$ cat src/rtl/ro_meas_pkg.sv
// Shared types and default sizing for the ring-oscillator measurement controller.
package ro_meas_pkg;

  typedef enum logic [1:0] {
    IDLE,
    SETTLE,
    MEASURE,
    DONE
  } meas_state_t;

  localparam int CNT_W_DEF      = 24;
  localparam int WIN_W_DEF      = 20;
  localparam int SETTLE_CYC_DEF = 16;

  function automatic int max_int(input int a, input int b);
    return (a > b) ? a : b;
  endfunction

endpackage

$ cat src/rtl/ro_meas_ctrl_if.sv
// Host-side request/result bundle of the measurement controller.
// Optional RO_MEAS_SAT_EN adds the saturation flag resultOvf.
interface ro_meas_ctrl_if #(
  parameter int CNT_W = 24,
  parameter int WIN_W = 20
);
  logic             start;
  logic             abort;
  logic [WIN_W-1:0] winLen;
  logic             busy;
  logic             resultValid;
  logic             resultReady;
  logic [CNT_W-1:0] resultCount;
`ifdef RO_MEAS_SAT_EN
  logic             resultOvf;

  modport master (
    output start, abort, winLen, resultReady,
    input  busy, resultValid, resultCount, resultOvf
  );
  modport slave (
    input  start, abort, winLen, resultReady,
    output busy, resultValid, resultCount, resultOvf
  );
`else
  modport master (
    output start, abort, winLen, resultReady,
    input  busy, resultValid, resultCount
  );
  modport slave (
    input  start, abort, winLen, resultReady,
    output busy, resultValid, resultCount
  );
`endif
endinterface

$ cat src/rtl/ro_edge_sync.sv
// Two-flop synchronizer with rising-edge detector for the ring output.
module ro_edge_sync (
  input  logic clk,
  input  logic rst,
  input  logic clr,
  input  logic asyncIn,
  output logic risePulse
);

  logic sync_a;
  logic sync_b;
  logic hist;

  // On clr the history takes the value sync_b is about to hold, so a level
  // that is already high when the window opens never looks like an edge.
  always_ff @(posedge clk or posedge rst) begin
    if (rst) begin
      sync_a <= 1'b0;
      sync_b <= 1'b0;
      hist   <= 1'b0;
    end else begin
      sync_a <= asyncIn;
      sync_b <= sync_a;
      hist   <= clr ? sync_a : sync_b;
    end
  end

  assign risePulse = sync_b & ~hist;

endmodule

$ cat src/rtl/ro_meas_ctrl.sv
// Ring-oscillator measurement controller: enable, settle, count edges over a window, hand off.
// Optional RO_MEAS_SAT_EN makes the counter saturate and reports it on resultOvf.
module ro_meas_ctrl
  import ro_meas_pkg::*;
#(
  parameter int CNT_W      = CNT_W_DEF,
  parameter int WIN_W      = WIN_W_DEF,
  parameter int SETTLE_CYC = SETTLE_CYC_DEF
) (
  input  logic           clk,
  input  logic           rst,
  ro_meas_ctrl_if.slave  host,
  input  logic           roOut,
  output logic           roEnable
);

  localparam int SET_W = $clog2(SETTLE_CYC + 1);
  localparam int TMR_W = max_int(WIN_W, SET_W);
  localparam logic [TMR_W-1:0] SETTLE_LAST = TMR_W'(SETTLE_CYC - 1);

  meas_state_t      state;
  logic [TMR_W-1:0] timer;
  logic [WIN_W-1:0] win_lat;
  logic [WIN_W-1:0] win_last;
  logic [CNT_W-1:0] count;
  logic             busy;
  logic             result_valid;
  logic             settle_end;
  logic             rise;
`ifdef RO_MEAS_SAT_EN
  logic             ovf;
`endif

  assign settle_end = (state == SETTLE) && (timer == SETTLE_LAST);
  assign win_last   = win_lat - WIN_W'(1);

  ro_edge_sync u_sync (
    .clk       (clk),
    .rst       (rst),
    .clr       (settle_end),
    .asyncIn   (roOut),
    .risePulse (rise)
  );

  // Abort outranks everything, so it is handled ahead of the state decode.
  always_ff @(posedge clk or posedge rst) begin
    if (rst) begin
      state        <= IDLE;
      timer        <= '0;
      win_lat      <= '0;
      count        <= '0;
      roEnable     <= 1'b0;
      busy         <= 1'b0;
      result_valid <= 1'b0;
`ifdef RO_MEAS_SAT_EN
      ovf          <= 1'b0;
`endif
    end else if (host.abort) begin
      state        <= IDLE;
      roEnable     <= 1'b0;
      busy         <= 1'b0;
      result_valid <= 1'b0;
    end else begin
      case (state)
        IDLE: begin
          if (host.start) begin
            win_lat  <= (host.winLen == '0) ? WIN_W'(1) : host.winLen;
            timer    <= '0;
            count    <= '0;
`ifdef RO_MEAS_SAT_EN
            ovf      <= 1'b0;
`endif
            state    <= SETTLE;
            roEnable <= 1'b1;
            busy     <= 1'b1;
          end
        end
        SETTLE: begin
          if (settle_end) begin
            state <= MEASURE;
            timer <= '0;
          end else begin
            timer <= timer + TMR_W'(1);
          end
        end
        MEASURE: begin
          if (rise) begin
`ifdef RO_MEAS_SAT_EN
            if (count == '1) ovf <= 1'b1;
            else             count <= count + CNT_W'(1);
`else
            count <= count + CNT_W'(1);
`endif
          end
          if (timer == TMR_W'(win_last)) begin
            state        <= DONE;
            roEnable     <= 1'b0;
            result_valid <= 1'b1;
          end else begin
            timer <= timer + TMR_W'(1);
          end
        end
        DONE: begin
          if (host.resultReady) begin
            state        <= IDLE;
            result_valid <= 1'b0;
            busy         <= 1'b0;
          end
        end
        default: state <= IDLE;
      endcase
    end
  end

  assign host.busy        = busy;
  assign host.resultValid = result_valid;
  assign host.resultCount = count;
`ifdef RO_MEAS_SAT_EN
  assign host.resultOvf   = ovf;
`endif

endmodule
$ cat src/flat_wrapper.sv
// flat-port wrapper written by rule: the top's interface ports become plain ports
module ro_meas_ctrl_flat import ro_meas_pkg::*;
#(
  parameter int CNT_W      = CNT_W_DEF,
  parameter int WIN_W      = WIN_W_DEF,
  parameter int SETTLE_CYC = SETTLE_CYC_DEF
)
  (clk, rst, roOut, roEnable, host_start, host_abort, host_winLen, host_resultReady, host_busy, host_resultValid, host_resultCount);
  ro_meas_ctrl_if #(.CNT_W(CNT_W), .WIN_W(WIN_W)) host_i ();
  input  logic clk;
  input  logic rst;
  input  logic roOut;
  output logic roEnable;
  input wire logic [$bits(host_i.start)-1:0] host_start;
  input wire logic [$bits(host_i.abort)-1:0] host_abort;
  input wire logic [$bits(host_i.winLen)-1:0] host_winLen;
  input wire logic [$bits(host_i.resultReady)-1:0] host_resultReady;
  output wire logic [$bits(host_i.busy)-1:0] host_busy;
  output wire logic [$bits(host_i.resultValid)-1:0] host_resultValid;
  output wire logic [$bits(host_i.resultCount)-1:0] host_resultCount;
  assign host_i.start = host_start;
  assign host_i.abort = host_abort;
  assign host_i.winLen = host_winLen;
  assign host_i.resultReady = host_resultReady;
  assign host_busy = host_i.busy;
  assign host_resultValid = host_i.resultValid;
  assign host_resultCount = host_i.resultCount;
  ro_meas_ctrl #(.CNT_W(CNT_W), .WIN_W(WIN_W), .SETTLE_CYC(SETTLE_CYC)) u_core (.clk(clk), .rst(rst), .host(host_i), .roOut(roOut), .roEnable(roEnable));
endmodule
$ cat config.mk
export PLATFORM = sky130hd
export DESIGN_NAME = ro_meas_ctrl_flat
export DESIGN_NICKNAME = d
export VERILOG_FILES = /design/src/rtl/ro_meas_pkg.sv /design/src/rtl/ro_meas_ctrl_if.sv /design/src/rtl/ro_edge_sync.sv /design/src/rtl/ro_meas_ctrl.sv /design/src/flat_wrapper.sv
export SDC_FILE = /design/constraint.sdc
export NUM_CORES = 1
export LEC_CHECK = 0
export BUFFER_PORTS_ARGS = -buffer_cell sky130_fd_sc_hd__buf_2
export CORE_ASPECT_RATIO = 1.5
export CORE_UTILIZATION = 25
export CTS_CLUSTER_DIAMETER = 40
export CTS_CLUSTER_SIZE = 10
export DETAILED_ROUTE_END_ITERATION = 8
export SYNTH_ARGS = -nofsm -noshare
export SYNTH_HDL_FRONTEND = slang
export SYNTH_SLANG_ARGS = --single-unit
$ cat constraint.sdc
create_clock -name clk -period 7.9 [get_ports clk]
set_clock_uncertainty 0.15 [all_clocks]
set_input_delay 0.395 -clock clk [delete_from_list [all_inputs] [get_ports clk]]
set_output_delay 0.395 -clock clk [all_outputs]
set_load 0.1 [all_outputs]
# == After elaboration in Yosys (flattened, before gate mapping) ==
# Index checks and enable logic that the tools add are counted.
# op_classes
n_addsub,3
eq_ne,12
mux,25
bitwise,3
n_reduce_logical,15
# ops
operator,count
20-bit 2-to-1 mux,4
20-bit case mux with 3 select lines,1
24-bit 2-to-1 mux,2
24-bit case mux with 2 select lines,1
"24-bit by 1-bit adder with 24-bit output, second input constant",1
"20-bit by 1-bit adder with 20-bit output, second input constant",1
20-bit equality test,1
"20-bit by 4-bit equality test with 1-bit output, second input constant",1
20-bit zero test,1
"20-bit by 1-bit subtractor with 20-bit output, second input constant",1
3-bit AND reduction,4
4-bit AND reduction,3
3-bit nonzero test,4
2-bit 2-to-1 mux,5
"3-bit inequality test, second input constant",3
1-bit 2-to-1 mux,8
2-bit case mux with 4 select lines,1
1-bit case mux with 2 select lines,3
"2-bit equality test, second input constant",2
"2-bit inequality test, second input constant",2
"3-bit by 2-bit inequality test with 1-bit output, second input constant",1
"2-bit by 1-bit equality test with 1-bit output, second input constant",1
2-bit zero test,1
"2-bit by 1-bit inequality test with 1-bit output, second input constant",1
4 further kinds,5
# totals
reg_bits,72
out_inout_bits,27

# == Longest topological paths before layout ==
# logic_depth
word_depth,5
mapped_depth,14
depth_no_buf,10

# == Modules after synthesis ==
# A second synthesis with hierarchy kept.
# unflattened
cells_unflattened,446
area_unflattened_um2,4235.3
# by_module_without_submodules
module,n_inst,cells_each,area_each_um2,seq_area_each_um2
ro_meas_ctrl,1,440,4135.2,1726.7
ro_edge_sync,1,6,100.1,75.1

# == Worst setup path before layout ==
# Ideal clock, no wire load.
# synth_path
path_type,flip-flop to flip-flop
start,register u_core.win_lat[0]
end,register u_core.timer[5]
setup_time_ns,0.133
arrival_time_ns,3.150
t_required_ns,7.617
setup_slack_ns,4.467
stages_incl_launch_ff,15
period_less_slack_ns,3.433
path_cell_list,dfrtp_1 inv_1 ha_1 clkbuf_1 or3b_2 clkbuf_1 nor4_1 o2bb2ai_1 o32ai_1 or4_4 nor4b_4 or3_1 buf_4 buf_6 o31ai_1
# synth_between
elab_chain_cells,4
# synth_rtl
element,line_no,rtl
start: declaration,ro_meas_ctrl.sv:23,logic [WIN_W-1:0] win_lat;
start signal: assignment,ro_meas_ctrl.sv:67,win_lat <= (host.winLen == '0) ? WIN_W'(1) : host.winLen;
20-bit by 1-bit subtractor with 20-bit output,ro_meas_ctrl.sv:35,assign win_last = win_lat - WIN_W'(1);
20-bit equality test,ro_meas_ctrl.sv:95,if (timer == TMR_W'(win_last)) begin
2-bit inequality test (no line),--,
4-bit AND reduction (no line),--,
end signal: assignment,ro_meas_ctrl.sv:83,timer <= timer + TMR_W'(1);
end signal: assignment,ro_meas_ctrl.sv:100,timer <= timer + TMR_W'(1);
end: declaration,ro_meas_ctrl.sv:22,logic [TMR_W-1:0] timer;
# No other way between the ends.
# A chain may end at the register's enable or synchronous reset.

# == Final worst setup path ==
# layout_path
start,register u_core.win_lat[0]
end,register u_core.timer[8]
# The elaborated chain is that of the path after synthesis.

==> results.sh <==
export IMPL_status="finished, final reports clean"
export IMPL_period_needed_ns=4.17
export IMPL_crit_chain="inv_1 > ha_1 > or3b_2 > nor4_1 > o2bb2ai_1 > o32ai_1 > or4_4 > nor4b_4 > buf_4 > or3_1 > o41ai_1"
export IMPL_globalplace_congestion=0.812
export IMPL_die_x_um=110
export IMPL_rr_startpoint="u_core.win_lat[0]$_DFFE_PP0P_"
export IMPL_slew_viol_final=0
export IMPL_rrSetupSlack_ns=3.73
export IMPL_dp_slack_ns=3.74
export IMPL_synth_top_cells_by_area="dfrtp_1, mux2_2, xor2_1"
export IMPL_slowest_delay_ns=0.64
export IMPL_ys_ff_latch=72
export IMPL_synthMostInstantiatedCell="dfrtp_1"
export IMPL_cp_arrival_ns=4.21
export IMPL_rsz0062_at_grt="no"
export IMPL_critical_path_top_delay_family="simple AND/OR/NAND/NOR gates"
export IMPL_crit_buf_inv=2
export IMPL_synth_edf_count=0
export IMPL_async_reset_ff_share_pct=100
export IMPL_ys_seq_area_share_pct=41.1
export IMPL_fin_crit_sh_pct=52.8
export IMPL_syn_nets=507
export IMPL_holdPathEnd="u_core.u_sync.sync_a$_DFF_PP0_"
export IMPL_drt_iter0_drc=208
export IMPL_clock_latency_ns=0.34
export IMPL_post_cts_buffers=0
export IMPL_hold_class="in2reg"
export IMPL_ant_nets=0
export IMPL_fin_area_mm2=0.00517
export IMPL_tightest_slew_ns=1.08
export IMPL_hold_buffers=0
export IMPL_path_max_fanout=22
export IMPL_antenna_found_initial=0
export IMPL_end_kind="register"
export IMPL_cts_buffers=9
export IMPL_netlist_instances=473
export IMPL_die_area_mm2=0.0181
export IMPL_drv_cap=0
export IMPL_ir_drop_uv=108
export IMPL_area_delta_synth_final_pct=17.8
export IMPL_clockRootBuffer="clkbuf_16"
export IMPL_grt_pass1_vias=3608
export IMPL_placed_area_mm2=0.00482
export IMPL_required_ns=7.94
export IMPL_portBuffers=52
export IMPL_cts_tree="done"
export IMPL_p_per_area_mw_per_mm2=289
export IMPL_holdPathStages=1
export IMPL_num_vias=3688
export IMPL_hpwl_mm=7.88
export IMPL_hold_viol_final=0
export IMPL_yosysTopAreaCellShare_pct=41.1
export IMPL_drc=0
export IMPL_grt_first_pass_wirelength_mm=18.3
export IMPL_final_nets=544
export IMPL_timing_setup_tns_ns=0
export IMPL_clkSinkCount=72
export IMPL_cts_htree_levels=3
export IMPL_reg2reg_to="u_core.timer[8]$_DFFE_PP0P_"
export IMPL_synth_cell_types=59
export IMPL_ys_flop_type="dfrtp_1"
export IMPL_wl_mm=11.0
export IMPL_num_rows=59
export IMPL_wl_per_cell_um=15.0
export IMPL_reg2reg_depth=11
export IMPL_post_drt_via_cell_ratio=5.07
export IMPL_clk_path_buf_depth=2
export IMPL_ioPinCount=53
export IMPL_gr_total_overflow=0
export IMPL_start_kind="register"
export IMPL_maxClockFrequency_mhz=240
export IMPL_min_from="roOut"
export IMPL_p_leak_nw=2.21
export IMPL_yosysWarnings=0
export IMPL_worst_slack_ns=3.73
export IMPL_ctsResizeCount=0
export IMPL_path_clk_slew_ns=0.06
export IMPL_grt_max_degree=73
export IMPL_core_area_mm2=0.0173
export IMPL_drive_gt1_share_pct=20.0
export IMPL_synthTopCellsByCount="dfrtp_1, nor2_1, o21ai_0, nand2_1, clkbuf_1"
export IMPL_synth_avg_cell_area_um2=9.27
export IMPL_grt_total_usage_pct=13.1
export IMPL_syn_area_mm2=0.00439
export IMPL_setup_viol=0
export IMPL_slew_limit_headroom_pct=27.3
export IMPL_diodes=0
export IMPL_start_util_pct=25.4
export IMPL_yosys_area_top_type="dfrtp_1"
export IMPL_cpMaxStageDelayCell="or3_1"
export IMPL_drtPass1Iterations=4
export IMPL_fp_dieH_um=164
export IMPL_criticalPathCategory="reg2reg"
export IMPL_nFillCells=1837
[how the worst max path moves through the flow]
stage	from	endpoint	slack, ns	cells past startpoint
final	u_core.win_lat[0]$_DFFE_PP0P_	u_core.timer[8]$_DFFE_PP0P_	3.73	11
after global routing	u_core.win_lat[0]$_DFFE_PP0P_	u_core.timer[2]$_DFFE_PP0P_	3.48	11
after CTS	u_core.win_lat[2]$_DFFE_PP0P_	u_core.timer[8]$_DFFE_PP0P_	3.75	9
after detailed placement	u_core.win_lat[2]$_DFFE_PP0P_	u_core.timer[8]$_DFFE_PP0P_	3.74	9
after global placement	u_core.win_lat[2]$_DFFE_PP0P_	u_core.timer[11]$_DFFE_PP0P_	3.86	9
after floorplan	u_core.win_lat[0]$_DFFE_PP0P_	u_core.timer[5]$_DFFE_PP0P_	4.47	14
[per-stage QoR]
stage	util (%)	hold slack (ns)	power (mW)	std cells
after floorplan	-	0.199	0.903	473
after global placement	27.9	0.209	1.01	712
after detailed placement	27.9	0.211	1.01	712
after CTS	29.9	0.0155	1.51	728
after global routing	29.9	0.0137	1.59	728
final	29.9	0.0176	1.49	728
[report_power, final]
group	internal [mW]	switching, mW	leakage, nW
combinational	0.195	0.265	1.08
sequential	0.435	0.111	0.950
clock	0.313	0.174	0.172
total	0.943	0.550	2.21
[layout by cell type (no fill, tap or decap), types with 2 or more instances in the layout]
cell,Yosys,layout
nor2b_1,2,2
and4_1,6,6
a31oi_1,5,5
clkbuf_16,0,9
nand2_1,32,32
or4_1,4,4
mux2_2,21,21
o31ai_1,18,18
or3_1,11,11
nand2b_1,13,13
nand3b_1,6,6
nor4b_1,2,2
inv_1,12,11
nor3b_1,3,3
nor4_2,3,3
nor3_1,8,8
xor2_1,21,21
buf_4,1,4
xnor2_1,19,19
clkinv_4,0,2
and2_1,3,3
o21ai_1,7,7
o41ai_1,3,3
nand3_1,16,16
o21ai_0,34,34
bufinv_16,0,3
dfrtp_1,72,72
nor2_1,35,35
o211ai_1,4,4
a211oi_1,2,2
nand4_1,5,5
and3_1,14,14
nor4_1,19,19
a21oi_1,13,13
ha_1,8,8
buf_2,2,52
[final cells by class]
cell class	count	area, um^2	area share [%]
Multi-Input combinational cell	359	2410	46.7
Sequential cell	72	1800	34.9
Timing Repair Buffer	56	290	5.62
Tap cell	213	267	5.16
Clock buffer	9	225	4.36
Clock inverter	7	128	2.47
Inverter	12	45.0	0.871
[logic make-up after synthesis]
| logic type | Yosys count | synth area share, % |
|---|---|---|
| buffers and inverters | 42 | 3.94 |
| DFF | 72 | 41.1 |
| adders and majority gates | 8 | 2.28 |
| and+or+nand+nor | 190 | 24.8 |
| muxes | 22 | 5.62 |
| AOI/OAI and AO/OA | 99 | 14.3 |
| xor gates and xnor gates | 40 | 7.99 |
[layer usage]
layer  GRT usage [%]  share of wire, %
met1            14.5                40
met2            24.1                55
met3            2.02               2.4
met4            6.16               2.9
met5               0                 0
[registers in the layout (all words and copies together), names as in the netlist]
register                 count
u_core.u_sync.hist           1
u_core.u_sync.sync_b         1
u_core.host.busy             1
u_core.win_lat              20
u_core.state                 2
u_core.host.resultCount     24
u_core.u_sync.sync_a         1
u_core.host.resultValid      1
u_core.roEnable              1
u_core.timer                20
No activity file was read; power rests on OpenSTA's default activity.
